<file path="src/rtl/be_store_buf.sv">
// Store byte-lane encoder plus DEPTH-entry write buffer that drains to data memory over req/ack.
// Optional misaligned-store trap is enabled by defining STORE_ALIGN_CHK_EN.
module be_store_buf #(
  parameter int unsigned DEPTH = 4
) (
  input  logic        clk,
  input  logic        rst_n,
  input  logic        sw,
  input  logic        sh,
  input  logic        sb,
  input  logic [31:0] addr,
  input  logic [31:0] wdata,
  output logic        st_stall,
  output logic        ades,
  output logic        empty,
  output logic        mem_req,
  output logic [29:0] mem_addr,
  output logic [3:0]  mem_be,
  output logic [31:0] mem_wdata,
  input  logic        mem_ack
);

  localparam int unsigned PTR_W = $clog2(DEPTH);
  localparam int unsigned CNT_W = PTR_W + 1;

  typedef struct packed {
    logic [29:0] addr;
    logic [3:0]  be;
    logic [31:0] data;
  } entry_t;

  entry_t            ent_q [DEPTH];
  entry_t            new_ent;
  entry_t            head_q, head_d;
  logic [PTR_W-1:0]  wr_ptr_q, wr_ptr_d;
  logic [PTR_W-1:0]  rd_ptr_q, rd_ptr_d;
  logic [CNT_W-1:0]  cnt_q, cnt_d;
  logic              st_stall_q, st_stall_d;
  logic              empty_q, empty_d;
  logic              req_q, req_d;
  logic              ades_q, ades_d;
  logic              any_st;
  logic              misal;
  logic              push;
  logic              pop;

  // Lane encoding with sw > sh > sb priority
  always_comb begin
    new_ent      = '0;
    new_ent.addr = addr[31:2];
    if (sw) begin
      new_ent.be   = 4'b1111;
      new_ent.data = wdata;
    end else if (sh) begin
      new_ent.be   = addr[1] ? 4'b1100 : 4'b0011;
      new_ent.data = {2{wdata[15:0]}};
    end else if (sb) begin
      new_ent.be   = 4'b0001 << addr[1:0];
      new_ent.data = {4{wdata[7:0]}};
    end
  end

`ifdef STORE_ALIGN_CHK_EN
  always_comb begin
    misal = 1'b0;
    if (sw) begin
      misal = (addr[1:0] != 2'b00);
    end else if (sh) begin
      misal = addr[0];
    end
  end
`else
  assign misal = 1'b0;
`endif

  assign any_st = sw | sh | sb;
  assign push   = any_st & ~st_stall_q & ~misal;
  assign pop    = req_q & mem_ack;

  // Next pointer/count state and the head entry that will be visible next cycle
  always_comb begin
    wr_ptr_d   = wr_ptr_q;
    rd_ptr_d   = rd_ptr_q;
    head_d     = '0;
    if (push) begin
      wr_ptr_d = wr_ptr_q + PTR_W'(1);
    end
    if (pop) begin
      rd_ptr_d = rd_ptr_q + PTR_W'(1);
    end
    cnt_d      = cnt_q + CNT_W'(push) - CNT_W'(pop);
    st_stall_d = (cnt_d == CNT_W'(DEPTH));
    empty_d    = (cnt_d == '0);
    req_d      = ~empty_d;
    ades_d     = any_st & ~st_stall_q & misal;
    // A push landing on the new head slot bypasses storage so the entry shows next cycle
    if (!empty_d) begin
      if (push && (wr_ptr_q == rd_ptr_d)) begin
        head_d = new_ent;
      end else begin
        head_d = ent_q[rd_ptr_d];
      end
    end
  end

  always_ff @(posedge clk) begin
    if (!rst_n) begin
      wr_ptr_q   <= '0;
      rd_ptr_q   <= '0;
      cnt_q      <= '0;
      st_stall_q <= 1'b0;
      empty_q    <= 1'b1;
      req_q      <= 1'b0;
      ades_q     <= 1'b0;
      head_q     <= '0;
    end else begin
      wr_ptr_q   <= wr_ptr_d;
      rd_ptr_q   <= rd_ptr_d;
      cnt_q      <= cnt_d;
      st_stall_q <= st_stall_d;
      empty_q    <= empty_d;
      req_q      <= req_d;
      ades_q     <= ades_d;
      head_q     <= head_d;
    end
  end

  // Entry storage carries no reset; validity is tracked by the count
  always_ff @(posedge clk) begin
    if (push) begin
      ent_q[wr_ptr_q] <= new_ent;
    end
  end

  assign st_stall  = st_stall_q;
  assign empty     = empty_q;
  assign mem_req   = req_q;
  assign ades      = ades_q;
  assign mem_addr  = head_q.addr;
  assign mem_be    = head_q.be;
  assign mem_wdata = head_q.data;

endmodule
</file>
<file path="config.mk">
export PLATFORM = sky130hd
export DESIGN_NAME = be_store_buf
export DESIGN_NICKNAME = d
export VERILOG_FILES = /design/src/rtl/be_store_buf.sv
export SDC_FILE = /design/constraint.sdc
export NUM_CORES = 1
export LEC_CHECK = 0
export BUFFER_PORTS_ARGS = -buffer_cell sky130_fd_sc_hd__buf_4
export CAP_MARGIN = 20
export CORE_MARGIN = 1.5
export CORE_UTILIZATION = 52
export CTS_CLUSTER_DIAMETER = 50
export CTS_CLUSTER_SIZE = 20
export DETAILED_ROUTE_END_ITERATION = 10
export PLACE_DENSITY = 0.79
export SKIP_LAST_GASP = 1
export SYNTH_ARGS = -nofsm -noshare
export SYNTH_HDL_FRONTEND = slang
export SYNTH_SLANG_ARGS = --single-unit
export TNS_END_PERCENT = 5
</file>
<file path="constraint.sdc">
create_clock -name clk -period 3.31 [get_ports clk]
set_clock_uncertainty 0.15 [all_clocks]
set_input_delay 0.4965 -clock clk [delete_from_list [all_inputs] [get_ports clk]]
set_output_delay 0.4965 -clock clk [all_outputs]
set_load 0.01 [all_outputs]
</file>
# Word-level counts from Yosys, hierarchy flattened
# Memories as Yosys holds them, arrays and structs flattened. A register that Yosys moved wholly into a read port is not among the register bits.
# Index checks and enable logic that the tools add are counted.
dict set report totals {
  ram_bits 264
  n_memories 1
  register_bits 10
  wordCells 29
  in_bits 70
  out_inout_bits 70
}
dict set report classes {
  mux 7
  reduce_logical 2
  n_shift 1
  eq_ne 1
  addsub 4
  n_bitwise 7
}
# name words word_bits rd rd_ports_with_merged_regs wr line_no
set memory_table {}
lappend memory_table {ent_q 4 66 1 1 1 32} ;# entry_t ent_q [DEPTH];
# operator count
set op_table {}
lappend op_table {{$mux 36} 3}
lappend op_table {{$add 2x1->2 const B} 2}
lappend op_table {{$mux 4} 1}
lappend op_table {{$shl 1x2->4 const A} 1}
lappend op_table {{$add 3x1->3} 1}
lappend op_table {{$eq 3x3->1 const B} 1}
lappend op_table {{$logic_not 3->1} 1}
lappend op_table {{$not 1->1} 3}
lappend op_table {{$sub 3x1->3} 1}
lappend op_table {{$and 1x1->1} 2}
lappend op_table {{$mux 1} 2}
lappend op_table {{$mux 2} 1}
lappend op_table {{$or 1x1->1} 2}
lappend op_table {{$reduce_or 2->1} 1}

# Depth between registers and ports, before layout
# Gate-level depths: netlist of the first run.
dict set report depth {
  word_depth 7
  ltp_mapped 15
  ltp_nobuf 12
}

# Worst setup path after synthesis of the first run
# Ideal clock, no wire load.
dict set report synth_path {
  path_kind {in2reg}
  from {in sw}
  to {reg head_q, in the netlist mem_addr[19]}
  required_ps 3043
  arrival_time_ps 3055
  slack_ps -12
  setup_time_ps 117
  n_path_buf 2
  stages 14
  path_cell_list {nor3_2 -> nor2_1 -> inv_1 -> ha_1 -> inv_1 -> ha_1 -> inv_1 -> fa_1 -> nand2b_1 -> o21ai_1 -> nor2_1 -> buf_4 -> buf_2 -> a22o_1}
}
dict set report synth_via {
  elab_chain_len 7
}
# item line_no
set synth_rtl {}
lappend synth_rtl {{start: declaration} 8} ;# input logic sw,
lappend synth_rtl {{$or 1x1->1 (2 in a row)} 76} ;# assign any_st = sw | sh | sb;
lappend synth_rtl {{$and 1x1->1} --}
lappend synth_rtl {{$add 3x1->3} 91} ;# cnt_d = cnt_q + CNT_W'(push) - CNT_W'(pop);
lappend synth_rtl {{$sub 3x1->3} 91}
lappend synth_rtl {{$logic_not 3->1} 93} ;# empty_d = (cnt_d == '0);
lappend synth_rtl {{$reduce_or 2->1 (no line)} --}
lappend synth_rtl {{end signal: assignment} 115} ;# head_q <= '0;
lappend synth_rtl {{end signal: assignment} 124} ;# head_q <= head_d;
lappend synth_rtl {{end: declaration} 34} ;# entry_t head_q, head_d;
# Every way passes these cells.
# A chain may end at the register's enable or synchronous reset.

# Final worst setup path of the first run
dict set report layout_path {
  from {reg st_stall_q (netlist: st_stall)}
  to {reg head_q, in the netlist mem_wdata[19]}
}
dict set report layout_via {
  elab_chain_len 6
}
# item line_no
set layout_rtl {}
lappend layout_rtl {{start: declaration} 38} ;# logic st_stall_q, st_stall_d;
lappend layout_rtl {{start signal: assignment} 120} ;# st_stall_q <= st_stall_d;
lappend layout_rtl {{$not 1->1} --}
lappend layout_rtl {{$and 1x1->1} --}
lappend layout_rtl {{$add 3x1->3} 91}
lappend layout_rtl {{$sub 3x1->3} 91}
lappend layout_rtl {{$logic_not 3->1} 93}
lappend layout_rtl {{$reduce_or 2->1 (no line)} --}
# Every way passes these cells.

==> flow_summary_export.csv, run 1 <==
group,metric,value,unit
status,outcome,"finished, final reports clean",
clock_tree,clkTransAtPathRegs,0.08,ns
worst_setup_path,crit_buf_inv,5,
timing,worst_slew_pin_slew,0.873,ns
route,dr.pass1.iters,5,
logic_synthesis,syn_nets,839,
route,routed_wl,27.9,mm
worst_setup_path,path_common_cell,"inv_1",
logic_synthesis,syn_area,0.0129,sq mm
job,max_cap_viol_count,0,
worst_setup_path,r2r_cells,13,
route,vias_per_cell,5.79,
die,core,0.0243,sq mm
worst_setup_path,startpoint_type,"flip-flop",
hold_path,hold_path_class,"in -> reg",
worst_setup_path,slowest_delay,0.49,ns
clock_tree,cts_buffers,27,
global_routing,grt_pass1_wl,42.8,mm
route,drtIter0Drc,700,
timing,fin_setup_tns,0,ns
die,num_rows,57,
worst_setup_path,cp_slowest_cell,"fa_1",
logic_synthesis,synth_seq_cells,340,
timing,setup_slack,0.259,ns
die,fp.dieW,161,um
worst_setup_path,critical_path.max_fanout,17,
global_routing,grt_max_degree,40,
worst_setup_path,required,3.63,ns
logic_synthesis,synth_seq_area_share,73.2,%
logic_synthesis,syn-instance-count,762,
layout,layout_commonest_cell,"edfxtp_1",
worst_setup_path,critPathKind,"reg -> reg",
clock_tree,cts_max_level,1,
power_and_ir_drop,power-per-cell-area,954,mW/mm^2
layout,final_core_util,64.2,%
layout,syn2layout_area_growth,21.0,%
global_routing,grt_pass1_vias,7447,
clock_tree,root_buffer,"clkbuf_16",
global_routing,overflow,0,
clock_tree,cts_sinks,340,
timing,rsz0062_at_grt,"no",
layout,mostFrequentLayoutCells,"264 x edfxtp_1, 160 x buf_4, 86 x nand2_1",
route,wl_per_cell,21.9,um
global_routing,antenna_found_initial,1,
clock_tree,cts.path.max_buffers,3,
worst_setup_path,crit_chain,"nor2_1 -> inv_1 -> ha_1 -> inv_1 -> ha_1 -> inv_1 -> fa_1 -> nand2b_1 -> o21ai_1 -> buf_4 -> nor2_4 -> buf_12 -> a22o_1",
layout,multi_input_area,0.00325,sq mm
worst_setup_path,r2r_slack,0.26,ns
route,drc_errors,0,
timing,setup_viol,0,
logic_synthesis,synth_area_per_cell,16.9,sq um
timing,max_slew_margin,41.2,%
die,die_area,0.0258,sq mm
layout,nFillCells,1602,
worst_setup_path,timing.rr.start,"st_stall",
worst_setup_path,r2r-end,"mem_wdata[19]",
die,start_util,53.0,%
worst_setup_path,critPathLaunch,"st_stall",
layout,nets,1008,
power_and_ir_drop,leakage,5.76,nW
worst_setup_path,setup.worst_path.end,"mem_wdata[19]",
place,gp_congestion,0.812,
worst_setup_path,endpoint_kind,"flip-flop",
clock_tree,insertion_delay,0.54,ns
route,vias,7388,
logic_synthesis,ys_warn_count,0,
layout,drive_gt1_share,30.4,%
worst_setup_path,cpLargestDelayFamily,"adder cells",
layout,ff_latch_area,0.00945,sq mm
route,final_antenna_net_count,0,
die,ios,140,
place,dp_hpwl,17.3,mm
power_and_ir_drop,vdd_drop_max,0.000581,V
timing,period_minus_slack,3.05,ns
worst_setup_path,path_depth,13,
die,dieHeight,161,um
timing,drv_slew,0,
timing,timing.final.hold_violations,0,
logic_synthesis,ys_types,45,
clock_tree,cts_tree,"yes",
timing,max_freq,328,MHz
timing,fin_crit_sh,92.2,%
global_routing,grt_usage,21.9,%
place,dp_slack,-0.124,ns
worst_setup_path,crit_arrival,3.37,ns
place,io_buffer_count,138,
## cells in the mapped netlist, drive strengths merged
library cell / number / share of area (%)
xnor2: 5 / 0.40
xor2: 1 / 0.068
o211ai: 1 / 0.097
o31ai: 1 / 0.058
nor3b: 1 / 0.058
mux4: 58 / 10
nor4: 8 / 0.39
a311oi: 7 / 0.48
a22o: 58 / 3.9
nor3: 10 / 0.43
and2: 7 / 0.34
fa: 1 / 0.16
nand2b: 4 / 0.19
o211a: 1 / 0.078
nor2: 19 / 0.57
nor2b: 13 / 0.63
a21oi: 22 / 0.85
inv: 8 / 0.25
conb: 1 / 0.029
o21bai: 1 / 0.058
or2: 2 / 0.097
clkbuf: 23 / 0.67
edfxtp: 264 / 61
buf: 24 / 1.1
a21boi: 1 / 0.058
and3: 7 / 0.34
dfxtp: 76 / 12
a211oi: 7 / 0.41
nand2: 87 / 2.6
ha: 6 / 0.58
nand3: 1 / 0.078
o21ai: 28 / 1.1
a21o: 3 / 0.17
mux2i: 4 / 0.31
o22ai: 1 / 0.049
nand4b: 1 / 0.068
## per-stage QoR
step                      power (W)  hold slack, ns  area (sq um)  cells
after floorplan             0.00981           0.350         12900    762
after global placement       0.0117           0.407         14600   1211
after detailed placement     0.0118           0.411         14600   1211
after CTS                    0.0150         0.00237         15600   1275
after global routing         0.0156         0.00311         15600   1276
final                        0.0149          0.0182         15600   1276
## kinds of logic after synthesis
family / synth area share, %
multiplexers: 10.4
AND/OR/NAND/NOR: 5.74
adder cells (fa/ha/maj): 0.737
buffers and inverters: 2.01
flip-flops: 73.2
AO/OA/AOI/OAI: 7.33
other: 0.0291
XOR/XNOR: 0.466
## worst min path at each step
stage / startpoint / endpoint / slack [ns] / depth (start not counted)
3_5_place_dp: wr_ptr_q[1] / wr_ptr_q[1] / 0.41 / 2
4_1_cts: addr[8] / ent_q[2][42] / 0.002 / 1
3_3_place_gp: wr_ptr_q[1] / wr_ptr_q[1] / 0.41 / 2
6_report: addr[31] / ent_q[1][65] / 0.02 / 1
5_1_grt: addr[21] / ent_q[1][55] / 0.003 / 1
2_1_floorplan: wr_ptr_q[1] / wr_ptr_q[1] / 0.35 / 2
## flip-flops by register name, indices dropped and copies added, names as in the netlist
register	cells
wr_ptr_q	2
rd_ptr_q	2
ent_q	264
empty	1
mem_be	4
cnt_q	3
mem_wdata	32
mem_req	1
mem_addr	30
st_stall	1
## layout make-up
class / instances / area share, %
diodes: 1 / 0.0160
clock buffers: 31 / 4.43
clock inverters: 18 / 1.19
inverters: 8 / 0.208
multi-input cells: 367 / 20.8
flip-flops and latches: 340 / 60.5
well taps: 324 / 2.60
repair buffers: 187 / 10.2
## metal layers
layer / vias up / global-route usage (%) / wire (um)
li1: 3313 / - / -
met1: 3716 / 31.3 / 11600
met2: 336 / 35.2 / 13500
met3: 23 / 3.64 / 2390
met4: 0 / 5.82 / 435
met5: - / 0 / 0
## power breakdown
| group | internal (W) | switching, W | total (W) |
|---|---|---|---|
| Sequential | 0.00619 | 0.000399 | 0.00659 |
| Clock | 0.00158 | 0.00158 | 0.00316 |
| Combinational | 0.00244 | 0.00271 | 0.00514 |
| Total | 0.0102 | 0.00469 | 0.0149 |
## repair_timing
item,CTS,global route
hold buffers,15,0
setup buffers,0,0
endpoints found under the hold margin,55,0
resized for setup,0,0
## worst register-to-register path: stages (launching register included)
cell and delay [ns]:
dfxtp_1 0.34, nor2_1 0.14, inv_1 0.08, ha_1 0.29
inv_1 0.05, ha_1 0.15, inv_1 0.06, fa_1 0.49
nand2b_1 0.13, o21ai_1 0.10, buf_4 0.17, nor2_4 0.46
buf_12 0.23, a22o_1 0.16
Power figures use the tool's default switching activity.
==> run 2, diff against run 1 <==
--- a/config.mk
+++ b/config.mk
@@ -8,12 +8,13 @@
 export BUFFER_PORTS_ARGS = -buffer_cell sky130_fd_sc_hd__buf_4
 export CAP_MARGIN = 20
 export CORE_MARGIN = 1.5
-export CORE_UTILIZATION = 52
+export CORE_UTILIZATION = 63
 export CTS_CLUSTER_DIAMETER = 50
 export CTS_CLUSTER_SIZE = 20
 export DETAILED_ROUTE_END_ITERATION = 10
-export PLACE_DENSITY = 0.79
+export PLACE_DENSITY = 0.89
 export SKIP_LAST_GASP = 1
+export SLEW_MARGIN = 10
 export SYNTH_ARGS = -nofsm -noshare
 export SYNTH_HDL_FRONTEND = slang
 export SYNTH_SLANG_ARGS = --single-unit
==> constraint.sdc (replaced) <==
create_clock -name clk -period 3.86 [get_ports clk]
set_clock_uncertainty 0.15 [all_clocks]
set_input_delay 0.579 -clock clk [delete_from_list [all_inputs] [get_ports clk]]
set_output_delay 0.579 -clock clk [all_outputs]
set_load 0.01 [all_outputs]
==> flow_summary_export.csv, run 2 (same netlist as run 1, synthesis figures left out) <==
group,metric,value,unit
die,core,0.0202,sq mm
layout,largest-register,"ent_q",
clock_tree,cts-hold-fix-buffers,0,
power_and_ir_drop,vdd_drop_max,0.000543,V
timing,timing.final.hold_violations,0,
clock_tree,cts_resized,0,
power_and_ir_drop,power.total,0.0127,W
worst_setup_path,crit_arrival,3.36,ns
clock_tree,insertion_delay,0.53,ns
timing,fin_setup_tns,0,ns
status,outcome,"finished, final reports clean",
worst_setup_path,critPathLaunch,"sw",
layout,nets,977,
power_and_ir_drop,leakage,5.64,nW
hold_path,hold_path_class,"in -> reg",
layout,largest_register_ffs,264,
global_routing,grt_pass1_wl,42.3,mm
timing,setup_viol,0,
clock_tree,cts_buffers,27,
clock_tree,cts_setup_buffers,0,
route,dr.pass1.iters,5,
timing,max_freq,323,MHz
die,die_area,0.0213,sq mm
route,vias,7481,
layout,layout_commonest_cell,"edfxtp_1",
route,wl_per_cell,23.3,um
timing,worst_slew_pin_slew,0.850,ns
timing,rsz0062_at_grt,"no",
place,dp_hpwl,16.1,mm
route,vias_per_cell,6.29,
timing,max_slew_margin,42.7,%
global_routing,grt_usage,26.0,%
job,max_cap_viol_count,0,
clock_tree,cts_sinks,340,
route,drc_errors,0,
timing,fin_crit_sh,80.1,%
worst_setup_path,setup.worst_path.end,"mem_addr[6]",
global_routing,antenna_found_initial,0,
route,drtIter0Drc,656,
die,ios,140,
worst_setup_path,startpoint_type,"input pin",
clock_tree,root_buffer,"clkbuf_16",
worst_setup_path,endpoint_kind,"flip-flop",
layout,n_antenna_cell,0,
layout,final_core_util,75.6,%
die,start_util,64.0,%
worst_setup_path,r2r_slack,0.77,ns
global_routing,grt_max_degree,59,
clock_tree,cts.path.max_buffers,3,
timing,drv_slew,0,
clock_tree,cts_max_level,1,
global_routing,grt_pass1_vias,7563,
die,dieHeight,146,um
die,num_rows,52,
worst_setup_path,critical_path.max_fanout,58,
timing,period_minus_slack,3.09,ns
layout,drive_gt1_share,29.9,%
worst_setup_path,required,4.13,ns
global_routing,overflow,0,
worst_setup_path,r2r-end,"mem_addr[6]",
place,gp_congestion,0.823,
layout,nFillCells,1104,
worst_setup_path,critPathKind,"in -> reg",
worst_setup_path,r2r_cells,13,
clock_tree,clkTransAtPathRegs,0.08,ns
layout,mostFrequentLayoutCells,"264 x edfxtp_1, 147 x buf_4, 86 x nand2_1",
clock_tree,cts_tree,"yes",
worst_setup_path,timing.rr.start,"mem_req",
route,routed_wl,27.7,mm
route,final_antenna_net_count,0,
die,fp.dieW,146,um
place,io_buffer_count,138,
layout,syn2layout_area_growth,18.2,%
power_and_ir_drop,power-per-cell-area,832,mW/mm^2
## run 2: final cells by class
cell class	count	area [sq um]	share of cell area, %
Clock buffer	31	701	4.59
Clock inverter	18	198	1.30
Inverter	8	32.5	0.213
Multi-Input combinational cell	367	3240	21.3
Sequential cell	340	9450	61.9
Tap cell	270	338	2.21
Timing Repair Buffer	156	1290	8.47
## run 2: metal layers
layer / vias up / share of wire, % / global-route usage (%)
met5: - / 0 / 0
met4: 0 / 2.0 / 6.57
met3: 53 / 9.4 / 3.94
met2: 450 / 51 / 43.8
met1: 3734 / 38 / 36.3
li1: 3244 / - / -
## run 2: worst max-delay path, stage by stage
cell and delay [ns]:
buf_4 0.29, nor3_2 0.11, nor2_1 0.15, inv_1 0.09, ha_1 0.30, inv_1 0.06, ha_1 0.13, inv_1 0.05
fa_1 0.55, nand2b_1 0.09, o21ai_1 0.18, buf_4 0.18, nor2_4 0.04, buf_12 0.22, a22o_1 0.29
## run 2: worst min path at each step
stage | to | cells after the start | slack, ns | startpoint
after CTS | ent_q[3][65] | 1 | 0.09 | addr[31]
after global routing | ent_q[2][43] | 1 | 0.09 | addr[9]
after detailed placement | wr_ptr_q[1] | 2 | 0.43 | wr_ptr_q[1]
final | ent_q[3][62] | 1 | 0.11 | addr[28]
after global placement | cnt_q[0] | 2 | 0.43 | cnt_q[0]
after floorplan | wr_ptr_q[1] | 2 | 0.35 | wr_ptr_q[1]
## run 2: where the power goes
| group | leakage (nW) | internal (W) | switching, W | total [W] |
|---|---|---|---|---|
| Combinational | 2.10 | 0.00193 | 0.00229 | 0.00422 |
| Sequential | 3.10 | 0.00531 | 0.000373 | 0.00568 |
| Clock | 0.442 | 0.00144 | 0.00135 | 0.00279 |
## run 2: metrics by stage
step	setup WS [ns]	instances	instance area [sq um]	hold WS (ns)
CTS	0.778	1189	15200	0.0927
global placement	0.435	1140	14300	0.427
finish	0.768	1190	15300	0.106
global route	0.615	1190	15300	0.0939
detailed placement	0.241	1140	14300	0.426
floorplan	0.455	762	12900	0.350
==> run 3, diff against run 2 <==
--- a/config.mk
+++ b/config.mk
@@ -5,14 +5,15 @@
 export SDC_FILE = /design/constraint.sdc
 export NUM_CORES = 1
 export LEC_CHECK = 0
+export ABC_AREA = 1
 export BUFFER_PORTS_ARGS = -buffer_cell sky130_fd_sc_hd__buf_4
 export CAP_MARGIN = 20
 export CORE_MARGIN = 1.5
-export CORE_UTILIZATION = 63
+export CORE_UTILIZATION = 59
 export CTS_CLUSTER_DIAMETER = 50
 export CTS_CLUSTER_SIZE = 20
 export DETAILED_ROUTE_END_ITERATION = 10
-export PLACE_DENSITY = 0.89
+export PLACE_DENSITY = 0.84
 export SKIP_LAST_GASP = 1
 export SLEW_MARGIN = 10
 export SYNTH_ARGS = -nofsm -noshare
==> constraint.sdc (replaced) <==
create_clock -name clk -period 3.23 [get_ports clk]
set_clock_uncertainty 0.15 [all_clocks]
set_input_delay 0.4845 -clock clk [delete_from_list [all_inputs] [get_ports clk]]
set_output_delay 0.4845 -clock clk [all_outputs]
set_load 0.01 [all_outputs]
==> flow_summary_export.csv, run 3 <==
group,metric,value,unit
status,outcome,"finished, final reports clean",
route,vias,10611,
layout,stdcell_count,1907,
die,core,0.0237,sq mm
power_and_ir_drop,leakage,7.60,nW
die,start_util,60.6,%
die,num_rows,56,
timing,max_slew_margin,49.8,%
die,fp.dieW,159,um
logic_synthesis,ys_warn_count,0,
die,ios,140,
layout,drive_gt1_share,15.1,%
layout,layout_commonest_cell,"nand2_1",
clock_tree,cts_sinks,340,
clock_tree,cts_buffers,28,
worst_setup_path,cp_slowest_cell,"fa_1",
worst_setup_path,critical_path.max_fanout,16,
worst_setup_path,required,3.56,ns
route,routed_wl,34.1,mm
worst_setup_path,path_depth,15,
timing,fin_setup_tns,0,ns
worst_setup_path,path_common_cell,"inv_1",
layout,largest_register_ffs,264,
die,die_area,0.0252,sq mm
logic_synthesis,ys_types,26,
route,dr.pass1.iters,6,
layout,mostFrequentLayoutCells,"402 x nand2_1, 264 x edfxtp_1, 161 x inv_1",
hold_path,holdPathStages,1,
global_routing,grt_pass1_vias,10355,
hold_path,hold_path_class,"in -> reg",
timing,timing.final.hold_violations,0,
place,gp_congestion,0.815,
layout,syn2layout_area_growth,19.5,%
global_routing,grt_usage,26.8,%
logic_synthesis,synth-edff-count,264,
route,drc_errors,0,
logic_synthesis,yosysTopAreaCellShare,55.3,%
layout,largest-register,"ent_q",
timing,rsz0062_at_grt,"no",
logic_synthesis,synth_seq_area_share,65.9,%
logic_synthesis,synth_area_per_cell,10.1,sq um
logic_synthesis,ys_async_sr_fraction,0,%
logic_synthesis,yosysMostFrequentCell,"nand2_1",
clock_tree,clkTransAtPathRegs,0.08,ns
place,dp_hpwl,19.3,mm
logic_synthesis,ys_top_cells_by_count,"404 x nand2_1, 264 x edfxtp_1, 161 x inv_1",
worst_setup_path,crit_arrival,3.29,ns
worst_setup_path,cpLargestDelayFamily,"adder cells",
worst_setup_path,critPathKind,"reg -> reg",
place,dp_cells,1827,
timing,worst_slew_pin_slew,0.746,ns
timing,drv_slew,0,
worst_setup_path,r2r_cells,15,
place,io_buffer_count,138,
power_and_ir_drop,power-per-cell-area,978,mW/mm^2
power_and_ir_drop,vdd_drop_max,0.000625,V
global_routing,overflow,0,
worst_setup_path,slowest_delay,0.41,ns
layout,n_antenna_cell,0,
logic_synthesis,synthTopCellsByArea,"edfxtp_1 55%, dfxtp_1 11%, nand2_1 11%",
global_routing,grt_pass1_wl,53.2,mm
place,placed_area,0.0158,sq mm
route,wl_per_cell,17.9,um
clock_tree,cts_max_level,1,
power_and_ir_drop,power.total,0.0168,W
global_routing,antenna_found_initial,0,
route,vias_per_cell,5.56,
timing,period_minus_slack,2.96,ns
logic_synthesis,synthFlopType,"edfxtp_1",
route,drtIter0Drc,1090,
logic_synthesis,syn_nets,1498,
timing,max_freq,338,MHz
logic_synthesis,synth_top_area_cell,"edfxtp_1",
logic_synthesis,syn-instance-count,1421,
logic_synthesis,syn_area,0.0143,sq mm
clock_tree,cts_tree,"yes",
clock_tree,cts.path.max_buffers,3,
worst_setup_path,crit_buf_inv,5,
global_routing,grt_max_degree,96,
route,final_antenna_net_count,0,
timing,fin_crit_sh,91.6,%
worst_setup_path,endpoint_kind,"flip-flop",
clock_tree,insertion_delay,0.56,ns
die,dieHeight,159,um
clock_tree,root_buffer,"clkbuf_16",
worst_setup_path,crit_chain,"nand2_1 -> inv_1 -> ha_1 -> inv_1 -> ha_1 -> inv_1 -> fa_1 -> xnor2_1 -> inv_1 -> nand2_1 -> nand3_1 -> o21ai_4 -> buf_12 -> nand2_1 -> nor2_1",
job,max_cap_viol_count,0,
layout,finalInstanceArea,0.0171,sq mm
logic_synthesis,synth_seq_cells,340,
layout,nets,1643,
worst_setup_path,startpoint_type,"flip-flop",
timing,setup_viol,0,
[run 3: logic make-up after synthesis]
family	Yosys count	synth area share (%)
other	1	0.0262
xor gates and xnor gates	1	0.0611
AOI/OAI and AO/OA	106	4.94
and+or+nand+nor	721	21.3
buffers and inverters	245	7.10
adders and majority gates	7	0.663
DFF	340	65.9
[run 3: path summary, 6_finish.rpt]
| kind | start | end | slack, ns |
|---|---|---|---|
| worst min-delay path | addr[14] | ent_q[1][48] | 0.009 |
| worst max-delay path | mem_req | mem_wdata[31] | 0.27 |
| worst max register to register | mem_req | mem_wdata[31] | 0.27 |
| worst min register to register | ent_q[1][19] | mem_wdata[19] | 0.47 |
[run 3: through the flow]
stage	setup WS, ns	util (%)	hold slack [ns]
final	0.270	72.3	0.00912
after global routing	0.0653	72.3	0.00457
after CTS	0.202	72.3	0.000743
after detailed placement	-0.0380	66.8	0.444
after global placement	0.128	66.8	0.429
after floorplan	-0.0786	-	0.392
[run 3: worst register-to-register path, stage by stage, from the launching register on]
cell,delay [ns]
dfxtp_1,0.39
nand2_1,0.10
inv_1,0.11
ha_1,0.25
inv_1,0.07
ha_1,0.15
inv_1,0.06
fa_1,0.41
xnor2_1,0.23
inv_1,0.07
nand2_1,0.06
nand3_1,0.19
o21ai_4,0.23
buf_12,0.21
nand2_1,0.08
nor2_1,0.13
[run 3: repair_timing]
item	4_1_cts	5_1_grt
endpoints found under the setup margin	0	1
setup buffers	0	1
hold buffers	27	0
resized for setup	0	0
hold endpoints to repair	104	0
[run 3: power breakdown]
part | switching [W] | internal (W)
clock network | 0.00168 | 0.00193
registers | 0.000398 | 0.00627
logic | 0.00426 | 0.00221
[run 3: area by class of cell]
class / instances / area, sq um
Sequential cell: 340 / 9450
Fill cell: 1547 / 6550
Multi-Input combinational cell: 836 / 3940
Timing Repair Buffer: 198 / 1720
Clock buffer: 34 / 797
Inverter: 162 / 608
Tap cell: 319 / 399
Clock inverter: 18 / 219
[run 3: routing by layer]
metal	part of all wire (%)	wire length, um	global-route usage, %
met3	9.3	3180	3.63
met4	2.6	899	10.2
met5	0	0	0
met2	50	17100	46.6
met1	38	12800	34.3
